File: config.mk
export PLATFORM = sky130hd
export DESIGN_NAME = writeback_arbiter
export DESIGN_NICKNAME = d
export VERILOG_FILES = /design/src/rtl/writeback_arbiter.sv
export SDC_FILE = /design/constraint.sdc
export NUM_CORES = 1
export LEC_CHECK = 0
export ABC_AREA = 1
export CAP_MARGIN = 0
export CORE_MARGIN = 4
export CORE_UTILIZATION = 56
export CTS_BUF_LIST = sky130_fd_sc_hd__clkbuf_4
export DETAILED_ROUTE_END_ITERATION = 8
export HOLD_SLACK_MARGIN = 0.08
export PLACE_DENSITY = 0.92
export SYNTH_ARGS = -nofsm -noshare
export SYNTH_HDL_FRONTEND = slang
export SYNTH_SLANG_ARGS = --single-unit
File: constraint.sdc
create_clock -name clock -period 4 [get_ports clock]
set_clock_uncertainty 0.15 [all_clocks]
set_input_delay 1.2 -clock clock [delete_from_list [all_inputs] [get_ports clock]]
set_output_delay 1.2 -clock clock [all_outputs]
set_load 0.005 [all_outputs]
File: src/rtl/writeback_arbiter.sv
// Register-file write-port arbiter: single-cycle ALU results win by default, buffered
// load results drain into idle cycles, with a forced drain after sustained ALU pressure.
module writeback_arbiter #(
    parameter int XLEN         = 32,
    parameter int REG_ADDR_W   = 5,
    parameter int LOAD_DEPTH   = 4,
    parameter int STARVE_LIMIT = 8
) (
    input  logic                          clock,
    input  logic                          resetN,
    input  logic                          aluValid,
    output logic                          aluReady,
    input  logic [REG_ADDR_W-1:0]         aluAddress,
    input  logic [XLEN-1:0]               aluData,
    input  logic                          loadValid,
    output logic                          loadReady,
    input  logic [REG_ADDR_W-1:0]         loadAddress,
    input  logic [XLEN-1:0]               loadData,
    output logic                          registerWriteEnable,
    output logic [REG_ADDR_W-1:0]         writeAddress,
    output logic [XLEN-1:0]               writeData,
    input  logic [REG_ADDR_W-1:0]         queryAddress0,
    input  logic [REG_ADDR_W-1:0]         queryAddress1,
    output logic                          queryPending0,
    output logic                          queryPending1,
    output logic [$clog2(LOAD_DEPTH):0]   loadCount,
    output logic                          debugState
);
    localparam int PTR_W    = $clog2(LOAD_DEPTH);
    localparam int CNT_W    = PTR_W + 1;
    localparam int STARVE_W = $clog2(STARVE_LIMIT + 1);

    typedef enum logic {
        NORMAL = 1'b0,
        DRAIN  = 1'b1
    } state_t;

    state_t                  state, state_next;
    logic [STARVE_W-1:0]     starve_cnt, starve_next;
    logic [REG_ADDR_W-1:0]   fifo_addr [LOAD_DEPTH];
    logic [XLEN-1:0]         fifo_data [LOAD_DEPTH];
    logic [PTR_W-1:0]        rd_ptr, wr_ptr;
    logic [CNT_W-1:0]        count;
    logic                    fifo_empty, push, pop, alu_win, write_sel;
    logic [REG_ADDR_W-1:0]   sel_addr;
    logic [XLEN-1:0]         sel_data;
    logic                    hit0, hit1;
    logic [PTR_W-1:0]        offset;

    // Handshake: a result transfers on a rising edge where valid && ready are both high.
    assign fifo_empty = (count == '0);
    assign loadReady  = (count < CNT_W'(LOAD_DEPTH));
    assign push       = loadValid && loadReady && (loadAddress != '0);
    assign loadCount  = count;
    assign debugState = state;

    always_comb begin
        state_next  = state;
        starve_next = starve_cnt;
        aluReady    = 1'b0;
        alu_win     = 1'b0;
        pop         = 1'b0;
        case (state)
            NORMAL: begin
                aluReady = 1'b1;
                alu_win  = aluValid && (aluAddress != '0);
                if (alu_win) begin
                    if (fifo_empty) begin
                        starve_next = '0;
                    end else if (starve_cnt == STARVE_W'(STARVE_LIMIT - 1)) begin
                        state_next  = DRAIN;
                        starve_next = '0;
                    end else begin
                        starve_next = starve_cnt + 1'b1;
                    end
                end else begin
                    pop         = !fifo_empty;
                    starve_next = '0;
                end
            end
            DRAIN: begin
                pop         = !fifo_empty;
                state_next  = NORMAL;
                starve_next = '0;
            end
            default: state_next = NORMAL;
        endcase
        write_sel = alu_win || pop;
        sel_addr  = alu_win ? aluAddress : fifo_addr[rd_ptr];
        sel_data  = alu_win ? aluData : fifo_data[rd_ptr];
    end

    // Only entries between rd_ptr and rd_ptr+count-1 (modulo depth) are live.
    always_comb begin
        hit0   = 1'b0;
        hit1   = 1'b0;
        offset = '0;
        for (int i = 0; i < LOAD_DEPTH; i++) begin
            offset = PTR_W'(i) - rd_ptr;
            if (CNT_W'(offset) < count) begin
                if (fifo_addr[i] == queryAddress0) hit0 = 1'b1;
                if (fifo_addr[i] == queryAddress1) hit1 = 1'b1;
            end
        end
        queryPending0 = (queryAddress0 != '0) &&
                        (hit0 || (registerWriteEnable && (writeAddress == queryAddress0)));
        queryPending1 = (queryAddress1 != '0) &&
                        (hit1 || (registerWriteEnable && (writeAddress == queryAddress1)));
    end

    always_ff @(posedge clock or negedge resetN) begin
        if (!resetN) begin
            state               <= NORMAL;
            starve_cnt          <= '0;
            rd_ptr              <= '0;
            wr_ptr              <= '0;
            count               <= '0;
            registerWriteEnable <= 1'b0;
            writeAddress        <= '0;
            writeData           <= '0;
        end else begin
            state      <= state_next;
            starve_cnt <= starve_next;
            if (push) wr_ptr <= wr_ptr + 1'b1;
            if (pop)  rd_ptr <= rd_ptr + 1'b1;
            case ({push, pop})
                2'b10:   count <= count + 1'b1;
                2'b01:   count <= count - 1'b1;
                default: count <= count;
            endcase
            registerWriteEnable <= write_sel;
            if (write_sel) begin
                writeAddress <= sel_addr;
                writeData    <= sel_data;
            end
        end
    end

    // Storage needs no reset: occupancy alone decides which entries are meaningful.
    always_ff @(posedge clock) begin
        if (push) begin
            fifo_addr[wr_ptr] <= loadAddress;
            fifo_data[wr_ptr] <= loadData;
        end
    end
endmodule
Word-level counts from Yosys, hierarchy flattened. Memories as Yosys holds them, arrays and structs flattened. Index checks and enable logic that the tools add are counted.

Equality and inequality tests: 13. Reductions and logical operators: 17. Multipliers: 0. Div/mod/pow operators: 0. $lt $le $gt $ge: 5. Bitwise operators: 1. Shift operators: 0. Add/sub/neg operators: 9. Multiplexer cells: 33.

Operators with widths (count): equality test 5 bit (10); 2-to-1 mux 32 bit (1); 2-to-1 mux 1 bit (24); nonzero test 5 bit (4); less-than comparator 2 x 3 -> 1 bit (4); 2-to-1 mux 4 bit (3); one-hot mux 4 bit (2 select lines) (1); logical AND 1 bit (7); one-hot mux 3 bit (2 select lines) (1); 2-to-1 mux 5 bit (1); adder 2 x 1 -> 2 bit (second input constant) (2); adder 4 x 1 -> 4 bit (second input constant) (1); equality test 4 x 3 -> 1 bit (second input constant) (1); one-hot mux 1 bit (2 select lines) (2); subtractor 1 x 2 -> 2 bit (first input constant) (2); subtractor 2 bit (first input constant) (2); adder 3 x 1 -> 3 bit (second input constant) (1); logical NOT 3 bit (1); logical OR 1 bit (3); less-than comparator 3 bit (second input constant) (1); subtractor 3 x 1 -> 3 bit (second input constant) (1); equality test 2 x 1 -> 1 bit (second input constant) (1); equality test 2 bit (second input constant) (1); nonzero test 2 bit (1); other kinds (2) (2).

Word-level logic and storage cells: 88. RAM bits: 148. Bits in latches: 0. Memories kept: 2. Memory bits (read-only): 0. Register bits after elaboration: 50. Output and inout port bits: 46. Bits of input ports: 88.

Memories: fifo_data (depth 4, bits a word 32, rd ports 1, clocked after Yosys merged registers in 0, wr ports 1, RTL line 41) `logic [XLEN-1:0] fifo_data [LOAD_DEPTH];`; fifo_addr (depth 4, bits a word 5, rd ports 5, clocked after Yosys merged registers in 0, wr ports 1, RTL line 40) `logic [REG_ADDR_W-1:0] fifo_addr [LOAD_DEPTH];`.

Logic depth before layout (Yosys ltp). Gate-level depths: netlist of the first run.

Word-level depth: 11. Depth in mapped cells: 14. Mapped depth without buffers: 14.

Least setup slack after synthesis of the first run. Ideal clock, no wire load.

Kind: input-to-reg. Start: input port loadAddress[3]. End: memory fifo_addr[0][0] (enable). Buffers on the path: 0. Path slack: 0.321 ns. Data arrival time: 3.098 ns. Stages: 4. Setup time: 0.431 ns. Data required time: 3.419 ns. Path through: nor3_1 -> nand2_1 -> nand3_1 -> nor2_1.

Cells in the longest elaborated chain, start to end: 4.

Ends and longest elaborated chain: start: declaration (RTL line 17) `input logic [REG_ADDR_W-1:0] loadAddress,`; nonzero test 5 bit (RTL line 53) `assign push = loadValid && loadReady && (loadAddress != '0);`; logical AND 1 bit (RTL line 53); 2-to-1 mux 1 bit (RTL line 141) `if (push) begin`; 2-to-1 mux 1 bit (implied by the code) (RTL line 142) `fifo_addr[wr_ptr] <= loadAddress;`; end: declaration (RTL line 40).

No other way between the ends.

Worst setup path after layout of the first run.
Start: register rd_ptr[0]. End: output port queryPending1.

Cells in the longest elaborated chain, start to end: 11. Elaborated cells between the ends (all ways): 17.

Ends and longest elaborated chain: start: declaration (RTL line 42) `logic [PTR_W-1:0] rd_ptr, wr_ptr;`; start signal: assignment (RTL line 125) `if (pop) rd_ptr <= rd_ptr + 1'b1;`; subtractor 1 x 2 -> 2 bit (RTL line 99) `offset = PTR_W'(i) - rd_ptr;`; less-than comparator 2 x 3 -> 1 bit (RTL line 100) `if (CNT_W'(offset) < count) begin`; 2-to-1 mux 1 bit (RTL line 100); 2-to-1 mux 1 bit (RTL line 102) `if (fifo_addr[i] == queryAddress1) hit1 = 1'b1;`; 2-to-1 mux 1 bit (RTL line 100); 2-to-1 mux 1 bit (RTL line 102); 2-to-1 mux 1 bit (RTL line 100); 2-to-1 mux 1 bit (RTL line 102); 2-to-1 mux 1 bit (*) (RTL line 100); logical OR 1 bit (*) (RTL line 108) `(hit1 || (registerWriteEnable && (writeAddress == queryAddress1)));`; logical AND 1 bit (*) (RTL line 107) `queryPending1 = (queryAddress1 != '0) &&`; end: declaration (RTL line 25) `output logic queryPending1,`.

Every way passes the cells marked *; elsewhere a longest branch is shown, timed or not.

==> metrics.md, run 1 <==
| Metric | Value |
|---|---|
| Status | `completed` |
| Die span in x | `roughly 130 um` |
| Syn_nets | `slightly above 900` |
| Share of the cycle needed by the critical path after routing | `about 96%` |
| Max incr delay on CP | `~470 ps` |
| Largest family of logic cells by synthesized area | `simple AND/OR/NAND/NOR gates` |
| Fillers | `about 1.0k` |
| PwrDens | `about 600 nW/um2` |
| Simple-gate portion of the synthesized area | `between 20% and 30%` |
| Vias | `6536` |
| Initial core utilization | `a little under three fifths` |
| Final slew viol count | `0` |
| Gr usage total | `approximately a quarter` |
| Residual DRC | `0` |
| Starting DRT DRC Count | `about 550` |
| Setup crit start kind | `register` |
| Crit path from | `rd_ptr[0]` |
| Min-Delay Path Class | `reg2reg` |
| Final WS setup | `about 170 ps` |
| Setup_tns | `0 ps` |
| Post-synthesis adder-cell area fraction | `1.69%` |
| Nets | `approximately 1.1k` |
| Critical path required time | `about 2700 ps` |
| CP arrival | `2480 ps` |
| Setup-failing EPs final | `0` |
| Reg2Reg Launch Point | `loadCount[0]` |
| # rows | `between 40 and 50` |
| Die height | `between 100 and 150 um` |
| Most frequent cells in the layout | `nand2_1 (279), edfxtp_1 (148), clkdlybuf4s50_1 (120)` |
| Top cell type's share of synthesized area | `51.7%` |
| Cell at the slowest stage of the critical path | `dfrtp_2` |
| Max clock buf depth | `2` |
| Xor/xnor share of the synthesized area | `~3.5%` |
| Worst hold start | `starve_cnt[0]` |
| H-tree depth | `4` |
| First-pass GRT wire length | `about 33000 um` |
| Wirelength, routed | `roughly 21000 um` |
| CP max FO | `4` |
| Total grt overflow | `0` |
| Largest area contributor in the netlist | `edfxtp_1` |
| Input/output buffers | `between 100 and 150` |
| Die area | `around 17000 um2` |
| Crit end category | `output pin` |
| Clk slew on worst S/H paths | `160 ps` |
| VDD IR max | `roughly 320 uV` |
| Final hold viol count | `0` |
| Fin cells | `~1.2k` |
| Commonest non-fill, non-tap cell in the layout | `nand2_1` |
| Max_cap viols | `0` |
| Clock root buffer | `clkbuf_4` |
| Clock latency on the worst-skew pair | `between 500 and 600 ps` |
| Vias in the first global route | `approximately 6.6k` |
| Number of buffers created by CTS | `17` |
| DR pass1 iterations | `6` |
| Synth Area per Inst | `around 11 um2` |
| Synthesized flop and latch total | `about 200` |
| Pleak | `approximately 4.2 nW` |
| CORE AREA | `approximately 15000 um2` |
| DP Wirelength | `~14000 um` |
| Distinct cells, synth | `26` |
| Final core utilization | `between 60 and 70%` |
| WL/cell | `~19 um` |
| Register area | `around 5700 um2` |
| Synth-to-layout area growth | `22.6%` |
| Kind of critical path | `reg2out` |
| Clock sink count | `between 150 and 200` |
| Slew @ Worst Pin | `a little under 1000 ps` |
| Register area share after synthesis | `roughly two thirds` |
| Post-synthesis compound-gate area fraction | `approximately 2.5%` |
| Ranking of synthesized cells by area | `edfxtp_1 (52%), dfrtp_1 (15%), nand2_1 (12%)` |
| Layout cells sized above 1 | `slightly below 9%` |
| Post-synthesis mux area share | `0%` |
| Largest net degree at the start of global routing | `38` |
| Synth Instances | `between 800 and 900` |
| Vias per cell | `approximately 5.7` |
| Cells after DPL | `between 1k and 1.5k` |
| Antenna violations before repair | `1` |
| Yosys warns | `0` |
| Headroom to the max-slew limit | `about a third` |
| Final ANT Viol Nets | `0` |
| I/O pins | `~130` |
| Crit-path cells | `buf_6 -> nor2_4 -> nor2_4 -> inv_1 -> ha_1 -> inv_1 -> nor2_2 -> nand2_1 -> nand2_2 -> inv_1 -> nand3_1 -> nand3_1 -> nor2_1 -> nor2_1 -> clkbuf_2` |
| CP most frequent cell | `inv_1` |
| Multi-input logic area | `between 2000 and 3000 um2` |
| FMAX | `261 MHz` |
| Final GP Congestion | `0.931` |
| Hold WS | `between 300 and 400 ps` |
| Post-synthesis cell area | `~8600 um2` |
| CTS tree | `yes` |
| Setup slack at placement | `-429 ps` |
| Crit path time final | `around 3800 ps` |
==> cell families (layout without fill, tap and decap cells) <==
kind of cell               after synthesis  after routing
AOI/OAI and AO/OA                       35             35
xor gates and xnor gates                34             34
adders and majority gates               11             11
buffers and inverters                   86            241
DFF                                    198            198
other                                    0              1
and+or+nand+nor                        446            446
==> flip-flops by register name (all words and copies together) (netlist names), 2 cells and up <==
signal        cells
fifo_data       128
writeData        32
fifo_addr        20
writeAddress      5
starve_cnt        4
loadCount         3
rd_ptr            2
wr_ptr            2
==> repair_timing <==
action                     4_1_cts  5_1_grt
resized for setup               17       18
hold buffers                     0        0
setup endpoints to repair        2        2
buffers inserted                 3        1
pin swaps                        1        3
==> through the flow <==
step / area (um2) / total power, mW
2_1_floorplan: 8600 / 4.12
3_3_place_gp: 10200 / 5.07
3_5_place_dp: 10200 / 5.16
4_1_cts: 10500 / 6.25
5_1_grt: 10500 / 6.67
6_report: 10500 / 6.31
==> cells in the mapped netlist (all sizes together) <==
library cell	instances
nand2	283
edfxtp	148
nand3	83
dfrtp	50
inv	50
nor2	44
nand4	29
buf	26
xor2	18
o21ai	16
xnor2	16
clkbuf	10
ha	10
a22oi	9
nor3	7
a21oi	4
o2111ai	2
o211ai	2
a31oi	1
fa	1
o221ai	1
==> worst paths after layout <==
kind | end | slack, ps | depth (start not counted)
min in group asynchronous | loadCount[2] | 570 | 1
worst min register to register | starve_cnt[0] | 350 | 1
max in group asynchronous | writeData[28] | 2330 | 2
worst max register to register | loadCount[1] | 1460 | 9
worst min-delay path | starve_cnt[0] | 350 | 1
worst max-delay path | queryPending1 | 170 | 15
==> power breakdown <==
group	leakage (nW)	internal (mW)	switching, mW
clock	0.155	0.387	0.705
sequential	1.95	2.63	0.240
combinational	2.07	0.955	1.39
total	4.17	3.97	2.34
==> routing by layer <==
metal,vias to the layer above,global-route usage (%),share of wire (%)
met5,-,0,0
met4,0,11.0,2.6
met3,45,5.38,8.1
met2,333,43.4,51
met1,3145,29.0,38
li1,3013,-,-
==> layout make-up <==
class	count	share of cell area, %
diodes	1	0.0237
clock buffers	17	1.21
clock inverters	15	1.61
inverters	50	1.78
multi-input cells	526	24.8
flip-flops and latches	198	54.0
well taps	188	2.23
repair buffers	159	14.3
==> critical path: cells and delay by family (launching register included) <==
family,cells,cell delay (ps)
fa+ha+maj,1,220
buf+inv,5,480
flops,1,470
simple gates,9,730
(Power assumes the default switching activity.)
==> run 2, diff against run 1 <==
--- a/config.mk
+++ b/config.mk
@@ -6,6 +6,7 @@
 export NUM_CORES = 1
 export LEC_CHECK = 0
 export ABC_AREA = 1
+export ABC_CLOCK_PERIOD_IN_PS = 4000
 export CAP_MARGIN = 0
 export CORE_MARGIN = 4
 export CORE_UTILIZATION = 56
@@ -13,6 +14,7 @@
 export DETAILED_ROUTE_END_ITERATION = 8
 export HOLD_SLACK_MARGIN = 0.08
 export PLACE_DENSITY = 0.92
+export RECOVER_POWER = 50
 export SYNTH_ARGS = -nofsm -noshare
 export SYNTH_HDL_FRONTEND = slang
 export SYNTH_SLANG_ARGS = --single-unit
==> run 2 against run 1 <==
  * The run now ends with capacitance limit, slew limit left
  * Highest routed layer unchanged
  * Global-route usage did not move
  * Setup slack better by 8.2 ps
  * Count of clock-buffer cells in the layout stayed put
  * Wire length increased by 0.68%
  * Final cell count rose by 0.43%
  * Combinational power barely moved
  * Largest power group unchanged
  * Register-to-register slack worse by 240 ps
  * Die area is the same
==> metrics.md, run 2 (same netlist as run 1, synthesis figures left out) <==
| Metric | Value |
|---|---|
| Top layer in use | `met4` |
| Layout cells sized above 1 | `7.88% (-1.0 points)` |
| CTS tree | `yes` |
| Residual DRC | `0 (unchanged)` |
| Failing checks | `capacitance limit, slew limit` |
| Vias in the first global route | `6573 (unchanged)` |
| VDD IR max | `324 uV (+1.0%)` |
| Setup-failing EPs final | `0 (unchanged)` |
| Wirelength, routed | `21600 um (+0.68%)` |
| # rows | `45 (unchanged)` |
| Input/output buffers | `133 (unchanged)` |
| Slew @ Worst Pin | `2190 ps (+1190 ps)` |
| Cells after DPL | `1117 (unchanged)` |
| Number of buffers created by CTS | `17 (unchanged)` |
| First-pass GRT wire length | `33300 um (unchanged)` |
| Final GP Congestion | `0.931 (unchanged)` |
| Status | `complete, but fails checks` |
| Hold WS | `348 ps (+0.00800 ps)` |
| Max reg flops | `128 (unchanged)` |
| Final ANT Viol Nets | `0 (unchanged)` |
| Path depth of the worst reg2reg path | `6 (-3)` |
| Final WS setup | `174 ps (+8.17 ps)` |
| H-tree depth | `4 (unchanged)` |
| Max clock buf depth | `2 (unchanged)` |
| Reg power frac | `45.7% (+0.2 points)` |
| Initial core utilization | `56.8% (unchanged)` |
| DR WL met3 | `1920 um (+10%)` |
| Fin cells | `1159 (+0.43%)` |
| I/O pins | `134 (unchanged)` |
| Clock latency on the worst-skew pair | `580 ps (about the same)` |
| Starting DRT DRC Count | `593 (+7.2%)` |
| CORE AREA | `15100 um2 (unchanged)` |
| Gr usage total | `24.6% (unchanged)` |
| Nets | `1051 (unchanged)` |
| Final hold viol count | `0 (unchanged)` |
| Setup_tns | `0 ps (unchanged)` |
| Most frequent cells in the layout | `nand2_1 (281), edfxtp_1 (148), clkdlybuf4s50_1 (83)` |
| Clock root buffer | `clkbuf_4` |
| Min-Delay Path Class | `reg2reg` |
| Final core utilization | `69.5% (-0.11 points)` |
| Total grt overflow | `0 (unchanged)` |
| DP Wirelength | `13900 um (unchanged)` |
| Vias | `6551 (+0.23%)` |
| Headroom to the max-slew limit | `-45.7% (-79 points)` |
| Sw power | `2.34 mW (about the same)` |
| Combinational share of power | `37.1% (about the same)` |
| Setup crit start kind | `register` |
| Commonest non-fill, non-tap cell in the layout | `nand2_1` |
| Vias per cell | `5.65 (-0.20%)` |
| Largest Register | `fifo_data` |
| Die height | `132 um (unchanged)` |
| Final slew viol count | `35 (+35)` |
| Die area | `17400 um2 (unchanged)` |
| Largest net degree at the start of global routing | `38 (unchanged)` |
| Hold Path Cell Cnt | `1 (unchanged)` |
| Clock power frac | `17.3% (about the same)` |
| Critical path required time | `2650 ps (about the same)` |
| Setup slack at placement | `-429 ps (unchanged)` |
| Crit path time final | `3830 ps (-8.17 ps)` |
| Top Registers | `fifo_data: 128 flops, writeData: 32 flops, fifo_addr: 20 flops` |
| Share of the cycle needed by the critical path after routing | `95.7% (-0.20 points)` |
| Kind of critical path | `reg2out` |
| PwrDens | `598 nW/um2 (-0.12%)` |
| Crit end category | `output pin` |
| DR pass1 iterations | `6 (unchanged)` |
| Int Power | `3.96 mW (-0.39%)` |
| Wl on met1 | `8120 um (-0.78%)` |
| Fillers | `1055 (+1.1%)` |
| Met2 wire length | `11000 um (about the same)` |
| Antenna violations before repair | `5 (+4)` |
| Pleak | `4.16 nW (-0.36%)` |
| Die span in x | `132 um (unchanged)` |
| Clk slew on worst S/H paths | `160 ps (about the same)` |
| Synth-to-layout area growth | `22.4%` |
| Multi-input logic area | `2610 um2 (-0.19%)` |
| FMAX | `261 MHz (+0.21%)` |
| Register area | `5700 um2 (unchanged)` |
| Clock sink count | `198 (unchanged)` |
| Max_cap viols | `1 (+1)` |
| WL/cell | `18.7 um (+0.25%)` |
| CP max FO | `4 (unchanged)` |
| CP arrival | `2480 ps (about the same)` |
| Hold_buf cts | `0 (unchanged)` |
| Sw Ratio | `37.1% (+0.068 points)` |
## run 2: cell count changes in the layout (fill, tap and decap cells not counted)
cell and delta:
nand2_2 -2, inv_1 +1, inv_2 -1, nand2_1 +2, buf_4 -6, clkdlybuf4s50_1 -37
diode_2 +5, dlygate4sd3_1 +37, clkbuf_1 +7, buf_2 -1
## run 2: worst paths after layout
check / startpoint / end / slack (ps)
max: rd_ptr[0] / queryPending1 / 170
min: starve_cnt[0] / starve_cnt[0] / 350
max reg2reg: debugState / writeAddress[2] / 1220
min reg2reg: starve_cnt[0] / starve_cnt[0] / 350
max in group asynchronous: resetN / writeData[28] / 830
min in group asynchronous: resetN / loadCount[2] / 1090
## run 2: stage by stage
step	total power, mW	instance area (um2)
after floorplan	4.12	8600
after global placement	5.07	10200
after detailed placement	5.16	10200
after CTS	6.25	10500
after global routing	6.66	10500
final	6.30	10500
## run 2: layout make-up
cell class	count	area share, %
inverter	50	1.78
tap	188	2.23
sequential	198	54.1
multi-input combinational	526	24.8
antenna	6	0.143
timing repair buffer	159	14.1
clock inverter	15	1.62
clock buffer	17	1.21
## run 2: power by group through the flow
stage | Combinational [mW] | Sequential, mW | Clock, mW
2_1_floorplan | 1.23 | 2.89 | 0
3_3_place_gp | 2.18 | 2.90 | 0
3_5_place_dp | 2.24 | 2.92 | 0
4_1_cts | 2.29 | 2.86 | 1.10
5_1_grt | 2.57 | 2.91 | 1.18
6_report | 2.33 | 2.87 | 1.09
## run 2: what timing repair did
item | 4_1_cts | 5_1_grt
hold endpoints to repair | 0 | 0
pin swaps | 1 | 3
buffers inserted | 3 | 1
setup endpoints to repair | 2 | 2
resized for setup | 17 | 18
## run 2: critical path, cell delays in order, from the launching register on
cell and delay, ps:
dfrtp_2 470, buf_6 130, nor2_4 130, nor2_4 60, inv_1 60, ha_1 220, inv_1 80, nor2_2 50
nand2_1 70, nand2_2 70, inv_1 70, nand3_1 80, nand3_1 80, nor2_1 50, nor2_1 140, clkbuf_2 140
## run 2: layer usage
| layer | global-route usage, % | up-vias |
|---|---|---|
| li1 | - | 3026 |
| met1 | 29.0 | 3148 |
| met3 | 5.38 | 55 |
| met2 | 43.4 | 322 |
| met5 | 0 | - |
| met4 | 11.0 | 0 |
==> run 3, diff against run 2 <==
--- a/config.mk
+++ b/config.mk
@@ -13,7 +13,7 @@
 export CTS_BUF_LIST = sky130_fd_sc_hd__clkbuf_4
 export DETAILED_ROUTE_END_ITERATION = 8
 export HOLD_SLACK_MARGIN = 0.08
-export PLACE_DENSITY = 0.92
+export PLACE_DENSITY_LB_ADDON = 0.25
 export RECOVER_POWER = 50
 export SYNTH_ARGS = -nofsm -noshare
 export SYNTH_HDL_FRONTEND = slang
==> run 3 against run 2 <==
  * The flow still finishes with violations (capacitance limit, slew limit)
  * Die area stayed put
  * Fmax about the same
  * Design area increased by 0.33%
  * Register-to-register slack improved by 250 ps
  * Setup slack gained 2.2 ps
  * Combinational power barely moved
  * Largest power group unchanged
==> metrics.md, run 3 (same netlist as run 1, synthesis figures left out) <==
| Metric | Value |
|---|---|
| Status | `complete, but fails checks` |
| Failing checks | `capacitance limit, slew limit` |
| Slew @ Worst Pin | `1720 ps (-466 ps)` |
| Hold endpoint | `starve_cnt[0]` |
| Reg2Reg Launch Point | `loadCount[0]` |
| Pleak | `4.17 nW (+0.32%)` |
| Critical path required time | `2650 ps (about the same)` |
| RR Endpoint | `writeAddress[1]` |
| Initial core utilization | `56.8% (unchanged)` |
| DP Area | `10200 um2 (-0.15%)` |
| WL/cell | `18.0 um (-3.3%)` |
| Largest Register | `fifo_data` |
| First-pass GRT wire length | `32600 um (-2.2%)` |
| Clock root buffer | `clkbuf_4` |
| CTS tree | `yes` |
| Reg2reg setup slack | `1470 ps (+250 ps)` |
| Final slew viol count | `30 (-14%)` |
| Finished layout cell area | `10600 um2 (+0.33%)` |
| Largest net degree at the start of global routing | `40 (+5.3%)` |
| Total grt overflow | `0 (unchanged)` |
| Path depth of the worst reg2reg path | `7 (+1)` |
| Starting DRT DRC Count | `511 (-14%)` |
| # rows | `45 (unchanged)` |
| Die span in x | `132 um (unchanged)` |
| Gr usage total | `23.9% (-0.70 points)` |
| Synth-to-layout area growth | `22.8%` |
| H-tree depth | `4 (unchanged)` |
| Multi-input logic area | `2620 um2 (+0.19%)` |
| Clk slew on worst S/H paths | `150 ps (about the same)` |
| Cells after DPL | `1116 (-0.090%)` |
| Kind of critical path | `in2out` |
| Die height | `132 um (unchanged)` |
| Input/output buffers | `133 (unchanged)` |
| Number of buffers created by CTS | `17 (unchanged)` |
| Top Registers | `fifo_data: 128 flops, writeData: 32 flops, fifo_addr: 20 flops` |
| PwrDens | `601 nW/um2 (+0.45%)` |
| Min-Delay Path Class | `reg2reg` |
| DR pass1 iterations | `5 (-1)` |
| Register area | `5700 um2 (unchanged)` |
| Hold Path Cell Cnt | `1 (unchanged)` |
| Vias per cell | `5.52 (-2.4%)` |
| Clock latency on the worst-skew pair | `560 ps (-20 ps)` |
| Fin cells | `1156 (-0.26%)` |
| Commonest non-fill, non-tap cell in the layout | `nand2_1` |
| Most frequent cells in the layout | `nand2_1 (280), edfxtp_1 (148), nand3_1 (83)` |
| Vias in the first global route | `6153 (-6.4%)` |
| Residual DRC | `0 (unchanged)` |
| Setup crit start kind | `input port` |
| Crit path from | `queryAddress0[0]` |
| Antenna violations before repair | `3 (-2)` |
| Share of the cycle needed by the critical path after routing | `95.6% (about the same)` |
| Crit end category | `output pin` |
| Die area | `17400 um2 (unchanged)` |
| Hold_buf cts | `0 (unchanged)` |
| Final hold viol count | `0 (unchanged)` |
| Worst hold start | `starve_cnt[0]` |
| Nets | `1052 (+0.095%)` |
| Setup-failing EPs final | `0 (unchanged)` |
| Vias | `6378 (-2.6%)` |
| Clock sink count | `198 (unchanged)` |
| Max clock buf depth | `2 (unchanged)` |
| Fillers | `1122 (+6.4%)` |
| Final ANT Viol Nets | `0 (unchanged)` |
| Max reg flops | `128 (unchanged)` |
| DP Wirelength | `13700 um (-2.0%)` |
| CP arrival | `2470 ps (about the same)` |
| Wirelength, routed | `20900 um (-3.5%)` |
| Headroom to the max-slew limit | `-14.7% (+31 points)` |
| CORE AREA | `15100 um2 (unchanged)` |
| Layout cells sized above 1 | `8.07% (+0.20 points)` |
| VDD IR max | `399 uV (+23%)` |
| FMAX | `262 MHz (about the same)` |
| Max_cap viols | `1 (unchanged)` |
| Final GP Congestion | `0.919 (-1.3%)` |
| I/O pins | `134 (unchanged)` |
| CP max FO | `6 (+2)` |
| Crit path time final | `3820 ps (-2.24 ps)` |
-- run 3: final cells by class --
class / count / area share (%)
Timing Repair Buffer: 160 / 14.3
Clock buffer: 19 / 1.35
Clock inverter: 13 / 1.65
Multi-Input combinational cell: 526 / 24.8
Antenna cell: 2 / 0.0474
Tap cell: 188 / 2.23
Sequential cell: 198 / 53.9
Inverter: 50 / 1.78
-- run 3: power breakdown --
| group | internal, mW | switching [mW] | total (mW) | leakage [nW] |
|---|---|---|---|---|
| Sequential | 2.63 | 0.241 | 2.87 | 1.95 |
| Clock | 0.460 | 0.666 | 1.13 | 0.165 |
| Combinational | 0.962 | 1.38 | 2.35 | 2.05 |
| Total | 4.05 | 2.29 | 6.35 | 4.17 |
-- run 3: metrics by stage --
| stage | utilization (%) | hold slack, ps | power [mW] | worst slack, ps | TNS, ps |
|---|---|---|---|---|---|
| 2_1_floorplan | - | 289 | 4.12 | 321 | 0 |
| 3_3_place_gp | 67.2 | 312 | 5.13 | -359 | -717 |
| 3_5_place_dp | 67.2 | 324 | 5.17 | -378 | -739 |
| 4_1_cts | 69.5 | 343 | 6.32 | 3.50 | 0 |
| 5_1_grt | 69.8 | 359 | 6.75 | -4.02 | -4.02 |
| 6_report | 69.8 | 339 | 6.35 | 176 | 0 |
-- run 3: how the worst max path moves through the flow --
stage,endpoint,depth (start not counted)
2_1_floorplan,fifo_addr[0][0],4
3_3_place_gp,queryPending0,10
3_5_place_dp,queryPending0,10
4_1_cts,queryPending1,11
5_1_grt,queryPending0,15
6_report,queryPending0,10
-- run 3: layer usage --
metal / track usage, % / share of wire [%] / up-vias / wire length (um)
li1: - / - / 3027 / -
met1: 31.3 / 43 / 3113 / 8920
met2: 40.2 / 50 / 205 / 10400
met3: 5.23 / 5.3 / 31 / 1110
met4: 7.76 / 2.1 / 2 / 430
met5: 0 / 0.053 / - / 11
-- run 3: repair_timing --
item	4_1_cts	5_1_grt
pin swaps	2	7
resized for setup	19	13
endpoints found under the setup margin	2	2
setup buffers	4	2
-- run 3: worst max-delay path, stage by stage --
cell and delay, ps:
dlygate4sd2_1 380, inv_1 140, nand2_1 80, o21ai_0 80, nor2_1 100, nand3_1 80, o21ai_1 80, nor2_1 60
nor2_1 80, clkdlybuf4s15_1 200
